==> config.mk <==
export PLATFORM = sky130hd
export DESIGN_NAME = mem_stage_ctrl
export DESIGN_NICKNAME = d
export VERILOG_FILES = /design/src/rtl/wisc_pkg.sv /design/src/rtl/mem_wait_timer.sv /design/src/rtl/mem_stage_ctrl.sv
export SDC_FILE = /design/constraint.sdc
export NUM_CORES = 1
export LEC_CHECK = 0
export BUFFER_PORTS_ARGS = -buffer_cell sky130_fd_sc_hd__buf_2
export CORE_AREA = 8 8 110 92
export DETAILED_ROUTE_END_ITERATION = 6
export DIE_AREA = 0 0 118 100
export HOLD_SLACK_MARGIN = 0.02
export PLACE_DENSITY = 0.7
export RECOVER_POWER = 25
export SLEW_MARGIN = 20
export SYNTH_ARGS = -nofsm -noshare
export SYNTH_HDL_FRONTEND = slang
export SYNTH_SLANG_ARGS = --single-unit
export TNS_END_PERCENT = 20
==> constraint.sdc <==
create_clock -name clk -period 1.94 [get_ports clk]
set_input_delay 0.388 -clock clk [delete_from_list [all_inputs] [get_ports clk]]
set_output_delay 0.388 -clock clk [all_outputs]
set_load 0.01 [all_outputs]
==> src/rtl/wisc_pkg.sv <==
// Shared types for the 16-bit pipeline memory stage: widths, MEM FSM states,
// the MEM/WB record layout and the accepted-instruction hold record.
package wisc_pkg;

    localparam int unsigned DATA_W = 16;
    localparam int unsigned REG_AW = 3;

    typedef enum logic [1:0] {
        IDLE = 2'd0,
        REQ  = 2'd1,
        WAIT = 2'd2
    } mem_state_t;

    typedef struct packed {
        logic [DATA_W-1:0] Result;
        logic [REG_AW-1:0] WriteReg;
        logic              RegWrite;
        logic              halt;
        logic              err;
    } wb_rec_t;

    typedef struct packed {
        logic [DATA_W-1:0] alu_out;
        logic [REG_AW-1:0] write_reg;
        logic              mem_read;
        logic              reg_write;
        logic              halt;
    } hold_t;

    // A memory op is rejected when it is both read and write or word-misaligned.
    function automatic logic bad_access(input logic addr_lsb, input logic rd, input logic wr);
        return (rd & wr) | ((rd | wr) & addr_lsb);
    endfunction

endpackage

==> src/rtl/mem_wait_timer.sv <==
// Counts cycles spent waiting on the data memory; expired marks the last
// permitted cycle of a MAX_WAIT-cycle request window.
module mem_wait_timer #(
    parameter int unsigned MAX_WAIT = 64
) (
    input  logic clk,
    input  logic rst_n,
    input  logic clr,
    input  logic en,
    output logic expired
);

    localparam int unsigned CNT_W = $clog2(MAX_WAIT + 1);

    logic [CNT_W-1:0] count;

    always_ff @(posedge clk) begin
        if (!rst_n || clr) begin
            count <= '0;
        end else if (en && !expired) begin
            count <= count + CNT_W'(1);
        end
    end

    assign expired = (count == CNT_W'(MAX_WAIT - 1));

endmodule

==> src/rtl/mem_stage_ctrl.sv <==
// Memory stage: accepts EX results, runs the Done-handshake data memory access,
// and retires exactly one registered MEM/WB record per accepted instruction.
module mem_stage_ctrl
    import wisc_pkg::*;
#(
    parameter int unsigned MAX_WAIT = 64
) (
    input  logic              clk,
    input  logic              rst_n,
    input  logic              ex_valid,
    output logic              ex_ready,
    input  logic [DATA_W-1:0] ex_ALUOut,
    input  logic [DATA_W-1:0] ex_StoreData,
    input  logic              ex_MemRead,
    input  logic              ex_MemWrite,
    input  logic              ex_RegWrite,
    input  logic [REG_AW-1:0] ex_WriteReg,
    input  logic              ex_halt,
    output logic [DATA_W-1:0] mem_Addr,
    output logic [DATA_W-1:0] mem_DataIn,
    output logic              mem_Rd,
    output logic              mem_Wr,
    input  logic [DATA_W-1:0] mem_DataOut,
    input  logic              mem_Done,
    input  logic              mem_Stall,
    input  logic              mem_err,
    output logic              wb_valid,
    output logic [DATA_W-1:0] wb_Result,
    output logic [REG_AW-1:0] wb_WriteReg,
    output logic              wb_RegWrite,
    output logic              wb_halt,
    output logic              wb_err
);

    mem_state_t state;
    hold_t      hold;
    wb_rec_t    wb;
    logic       accept;
    logic       is_mem;
    logic       bad;
    logic       tmr_expired;
    logic       unused_stall;

    // Done is authoritative; the busy indication carries no extra information here.
    assign unused_stall = mem_Stall;

    // wb.halt doubles as the sticky halted flag: once set, nothing is accepted again.
    assign ex_ready = (state == IDLE) && !wb.halt;
    assign accept   = ex_valid && ex_ready;
    assign is_mem   = ex_MemRead | ex_MemWrite;
    assign bad      = bad_access(ex_ALUOut[0], ex_MemRead, ex_MemWrite);

    function automatic wb_rec_t make_rec(
        input logic [DATA_W-1:0] res,
        input logic [REG_AW-1:0] wreg,
        input logic              regw,
        input logic              hlt,
        input logic              err
    );
        wb_rec_t r;
        r.Result   = res;
        r.WriteReg = wreg;
        r.RegWrite = regw & ~err;
        r.halt     = hlt | err;
        r.err      = err;
        return r;
    endfunction

    mem_wait_timer #(
        .MAX_WAIT(MAX_WAIT)
    ) u_timer (
        .clk    (clk),
        .rst_n  (rst_n),
        .clr    (accept),
        .en     (state != IDLE),
        .expired(tmr_expired)
    );

    always_ff @(posedge clk) begin
        if (!rst_n) begin
            state      <= IDLE;
            hold       <= '0;
            wb         <= '0;
            wb_valid   <= 1'b0;
            mem_Rd     <= 1'b0;
            mem_Wr     <= 1'b0;
            mem_Addr   <= '0;
            mem_DataIn <= '0;
        end else begin
            wb_valid <= 1'b0;
            mem_Rd   <= 1'b0;
            mem_Wr   <= 1'b0;
            case (state)
                IDLE: begin
                    if (accept) begin
                        hold <= '{alu_out:   ex_ALUOut,
                                  write_reg: ex_WriteReg,
                                  mem_read:  ex_MemRead,
                                  reg_write: ex_RegWrite,
                                  halt:      ex_halt};
                        if (is_mem && !bad) begin
                            state      <= REQ;
                            mem_Rd     <= ex_MemRead;
                            mem_Wr     <= ex_MemWrite;
                            mem_Addr   <= ex_ALUOut;
                            mem_DataIn <= ex_StoreData;
                        end else begin
                            // Plain ALU ops and rejected memory ops retire next cycle.
                            wb_valid <= 1'b1;
                            wb       <= make_rec(ex_ALUOut, ex_WriteReg, ex_RegWrite,
                                                 ex_halt, bad);
                        end
                    end
                end
                REQ, WAIT: begin
                    if (mem_Done) begin
                        state    <= IDLE;
                        wb_valid <= 1'b1;
                        wb       <= make_rec(hold.mem_read ? mem_DataOut : hold.alu_out,
                                             hold.write_reg, hold.reg_write, hold.halt,
                                             mem_err);
                    end else if (tmr_expired) begin
                        state    <= IDLE;
                        wb_valid <= 1'b1;
                        wb       <= make_rec(hold.alu_out, hold.write_reg, hold.reg_write,
                                             hold.halt, 1'b1);
                    end else begin
                        state <= WAIT;
                    end
                end
                default: state <= IDLE;
            endcase
        end
    end

    assign wb_Result   = wb.Result;
    assign wb_WriteReg = wb.WriteReg;
    assign wb_RegWrite = wb.RegWrite;
    assign wb_halt     = wb.halt;
    assign wb_err      = wb.err;

endmodule
After elaboration in Yosys (flattened, before gate mapping):

Cells that the tools add are included.

* flip-flop bits (word level): 88
* input bits: 61
* output and inout port bits: 58

* add/sub/neg operators: 1
* equality and inequality tests: 7
* mux-type cells: 16
* bitwise operators: 10
* reductions and logical operators: 18

Operator list (number)
* two-way mux 22 bit: 4
* one-hot mux 22 bit (2 select lines): 1
* two-way mux 16 bit: 1
* two-way mux 2 bit: 4
* AND reduction 4 bit: 2
* adder 7 x 1 -> 7 bit (second input constant): 1
* equality test 7 x 6 -> 1 bit (second input constant): 1
* bitwise AND 1 bit: 4
* logical AND 1 bit: 4
* zero test 1 bit: 4
* two-way mux 1 bit: 4
* != test 2 x 1 -> 1 bit (second input constant): 2
* bitwise OR 1 bit: 4
* one-hot mux 2 bit (2 select lines): 1
* AND reduction 2 bit: 2
* nonzero test 2 bit: 2
* != test 3 x 2 -> 1 bit (second input constant): 1
* AND reduction 3 bit: 1
* equality test 2 x 1 -> 1 bit (second input constant): 1
* equality test 2 bit (second input constant): 1
* zero test 2 bit: 1
* != test 2 bit (second input constant): 1
* inverter 1 bit: 2
* one-hot mux 1 bit (2 select lines): 1
* other kinds (2): 2

Depth between registers and ports, before layout:

* depth in word-level cells: 8
* depth in mapped cells: 9

By module:

Synthesis repeated with hierarchy kept, for this count alone.

* cells, all modules: 455
* area, all modules: 3842.4 µm²

Modules (own cells, without submodules)
* mem_stage_ctrl: times used 1, cells an instance 414, area an instance 3484.6 µm², seq. area each 1621.6 µm²
* mem_wait_timer: times used 1, cells an instance 41, area an instance 357.8 µm², seq. area each 140.1 µm²

Worst setup path after synthesis:

Ideal clock, no wire load.

* kind: register to register
* start: register state[0]
* end: register wb, in the netlist wb_Result[0]
* setup time: 132 ps
* arrival: 1767 ps
* required time: 1808 ps
* slack: 41 ps
* cell stages (with the launch flop): 9
* buffers on the path: 2
* cell sequence: dfxtp_1 > inv_1 > ha_1 > clkbuf_1 > inv_1 > a311oi_4 > buf_2 > a2111o_1 > a21oi_1

* word-level cells in the longest chain between the ends: 5
* elaborated cells on any way between the ends: 12
* those cells by class: eq/ne (5); mux (1); reduce/logical (6)

RTL lines
* from (decl): RTL line mem_stage_ctrl.sv:35 `mem_state_t state;`
* from (signal assigned): RTL line mem_stage_ctrl.sv:81 `state <= IDLE;`
* from (signal assigned): RTL line mem_stage_ctrl.sv:102 `state <= REQ;`
* from (signal assigned): RTL line mem_stage_ctrl.sv:117 `state <= IDLE;`
* branches (longest 5 deep; another with AND reduction 4 bit)
* to (signal assigned): RTL line mem_stage_ctrl.sv:110 `wb <= make_rec(ex_ALUOut, ex_WriteReg, ex_RegWrite,`
* to (signal assigned): RTL line mem_stage_ctrl.sv:119 `wb <= make_rec(hold.mem_read ? mem_DataOut : hold.alu_out,`
* to (signal assigned): RTL line mem_stage_ctrl.sv:125 `wb <= make_rec(hold.alu_out, hold.write_reg, hold.reg_write,`
* to (decl): RTL line mem_stage_ctrl.sv:37 `wb_rec_t wb;`

Several ways; the timed one is not identified.
A chain may end at the register's enable or synchronous reset.

Final worst setup path:

* start: register state[1]
* end: output port ex_ready

* word-level cells in the longest chain between the ends: 2

RTL lines
* zero test 2 bit: RTL line mem_stage_ctrl.sv:48 `assign ex_ready = (state == IDLE) && !wb.halt;`
* logical AND 1 bit: RTL line mem_stage_ctrl.sv:48
* to (decl): RTL line mem_stage_ctrl.sv:11 `output logic ex_ready,`

No other way between the ends.

==> results.sh <==
export IMPL_tightest_slew_ns=0.589
export IMPL_period_minus_slack_ns=1.85
export IMPL_clock_latency_ns=0.35
export IMPL_crit_arrival_ns=1.46
export IMPL_dp_hpwl_um=7590
export IMPL_ys_flop_type="dfxtp_1"
export IMPL_globalRouteOverflowTotal=0
export IMPL_peakVddDrop_mv=0.558
export IMPL_cts_root_buf="clkbuf_8"
export IMPL_diodes=0
export IMPL_place_congestion=0.855
export IMPL_leakagePower_nw=1.97
export IMPL_criticalPathCategory="reg -> out"
export IMPL_cts_sinks=88
export IMPL_synth_distinct_cells=46
export IMPL_ys_ff_latch=88
export IMPL_synth_edf_count=0
export IMPL_slew_headroom_pct=60.6
export IMPL_final_util_pct=56.3
export IMPL_final_layout_size_suffix_gt1_share_pct=25.4
export IMPL_worstPathRequired_ns=1.55
export IMPL_cts_buffers=9
export IMPL_die_w_um=118
export IMPL_mostFrequentLayoutCells="dfxtp_1, buf_2, nand2_1, a21oi_1, clkbuf_1"
export IMPL_grt_setup_unrepaired="false"
export IMPL_layout_commonest_cell="dfxtp_1"
export IMPL_vias=3333
export IMPL_ys_seq_area_share_pct=48.1
export IMPL_min_path_type="in -> reg"
export IMPL_core_area_um2=8300
export IMPL_dr_pass1_iters=4
export IMPL_cp_start_kind="flip-flop"
export IMPL_drc_errors=0
export IMPL_drv_cap=0
export IMPL_drt_iter0_markers=200
export IMPL_worst_path_max_fanout=5
export IMPL_cts_tree="yes"
export IMPL_postSynthAreaPerCell_um2=9.03
export IMPL_report_final_slew_viol_count=0
export IMPL_initial_utilization_pct=44.2
export IMPL_p_per_area_nw_per_um2=1320
export IMPL_outcome="finished, final reports clean"
export IMPL_syn2layout_area_growth_pct=27.5
export IMPL_hold_viol_final=0
export IMPL_synth_nets=471
export IMPL_track_usage_pct=17.3
export IMPL_fill_cells=792
export IMPL_setup_violations=0
export IMPL_dieArea_um2=11800
export IMPL_async_reset_ff_share_pct=0
export IMPL_fin_total_pwr_mw=6.16
export IMPL_wirelength_um=10300
export IMPL_grt_max_degree=35
export IMPL_htree_levels=3
export IMPL_die_h_um=100
export IMPL_viasPerCell=5.18
export IMPL_final_nets=592
export IMPL_ios=119
export IMPL_grt_pass1_vias=3354
export IMPL_timing_fmax_mhz=541
export IMPL_synth_warning_count=0
export IMPL_syn_area_um2=3660
export IMPL_post_route_period_util_pct=95.3
export IMPL_fin_skew_ns=0.0109
export IMPL_syn_inst=406
export IMPL_portBuffers=117
export IMPL_grt_pass1_wl_um=16700
export IMPL_cts_buffer_depth=2
export IMPL_antenna_found_initial=0
export IMPL_clkTransAtPathRegs_ns=0.09
export IMPL_setup_worst_path_end_class="output port"
export IMPL_wire_per_inst_um=16.0
export IMPL_rows=30
export IMPL_drtAntennaViolNets=0
==> flip-flops by register name (all words and copies together) (netlist names), 2 cells and up <==
signal and count:
u_timer.count 7, state 2, mem_Addr 16, mem_DataIn 16, wb_WriteReg 3, hold 22
wb_Result 16
==> stage by stage <==
stage               hold WS, ns  setup slack (ns)  std cells  instance area [um^2]  setup TNS, ns
floorplan                 0.416            0.0413        406                  3660              0
global placement          0.431            0.0456        627                  4460              0
detailed placement        0.441          -0.00407        627                  4460       -0.00651
CTS                       0.238            0.0130        644                  4690              0
global route              0.236            0.0133        644                  4670              0
finish                    0.255            0.0907        644                  4670              0
==> synthesized netlist by cell type, drive strengths merged (2+ instances only) <==
cell type  instances  area [um^2]
o21ai             22          110
a21oi             58          290
inv                7         26.3
dfxtp             88         1760
nand3b             2         15.0
buf               15         92.6
a2111o            16          180
nand2             73          277
a22o              20          175
ha                 4         50.1
or3                2         13.8
nor2b              2         20.0
nor2              25         93.8
clkbuf            17         65.1
a31oi              3         18.8
mux2i             21          210
xnor2              4         35.0
nand2b             2         12.5
nor3               2         15.0
a211oi             4         30.0
==> path summary, 6_finish.rpt <==
| kind | from | endpoint | slack, ns | depth (start not counted) |
|---|---|---|---|---|
| worst max register to register | state[1] | wb_Result[9] | 0.09 | 7 |
| worst min register to register | mem_DataIn[0] | mem_DataIn[0] | 0.46 | 2 |
| worst max-delay path | state[1] | ex_ready | 0.09 | 5 |
| worst min-delay path | ex_WriteReg[0] | hold[3] | 0.26 | 2 |
==> logic make-up (layout without fill, tap and decap cells) <==
group | Yosys count | after routing | share of synthesized area, %
flops | 88 | 88 | 48.1
xor+xnor | 5 | 5 | 1.19
mux | 21 | 21 | 5.74
buf+inv | 39 | 165 | 5.02
compound gates | 133 | 133 | 24.8
fa+ha+maj | 4 | 4 | 1.37
simple gates | 116 | 116 | 13.8
==> cell type report <==
type | instances | area, um^2 | area share, %
multi-input cells | 279 | 1740 | 37.3
clock inverters | 4 | 76.3 | 1.63
inverters | 7 | 26.3 | 0.562
clock buffers | 12 | 145 | 3.11
well taps | 112 | 140 | 3.00
repair buffers | 142 | 777 | 16.6
flip-flops and latches | 88 | 1760 | 37.8
==> worst max-delay path: stages (launching register included) <==
cell and delay (ns):
dfxtp_2 0.33, inv_1 0.10, ha_2 0.20, buf_4 0.13, nor2b_2 0.19, buf_2 0.16
==> layer usage <==
layer | up-vias | GRT usage (%) | part of all wire (%)
met1 | 1530 | 21.5 | 46
li1 | 1687 | - | -
met5 | - | 0 | 0
met2 | 103 | 27.5 | 46
met4 | 0 | 6.58 | 1.5
met3 | 13 | 5.56 | 6.8
==> power by group <==
group          internal (mW)  total, mW  switching, mW
logic                   1.02       2.36           1.34
registers               2.18       2.38          0.202
clock network          0.767       1.42          0.650
total                   3.97       6.16           2.19
==> repair_timing <==
action | CTS | global route
pin swaps | 1 | 2
buffers inserted | 1 | 0
hold buffers | 0 | 0
endpoints found under the setup margin | 13 | 22
resized for setup | 1 | 8
(Power assumes the default switching activity.)
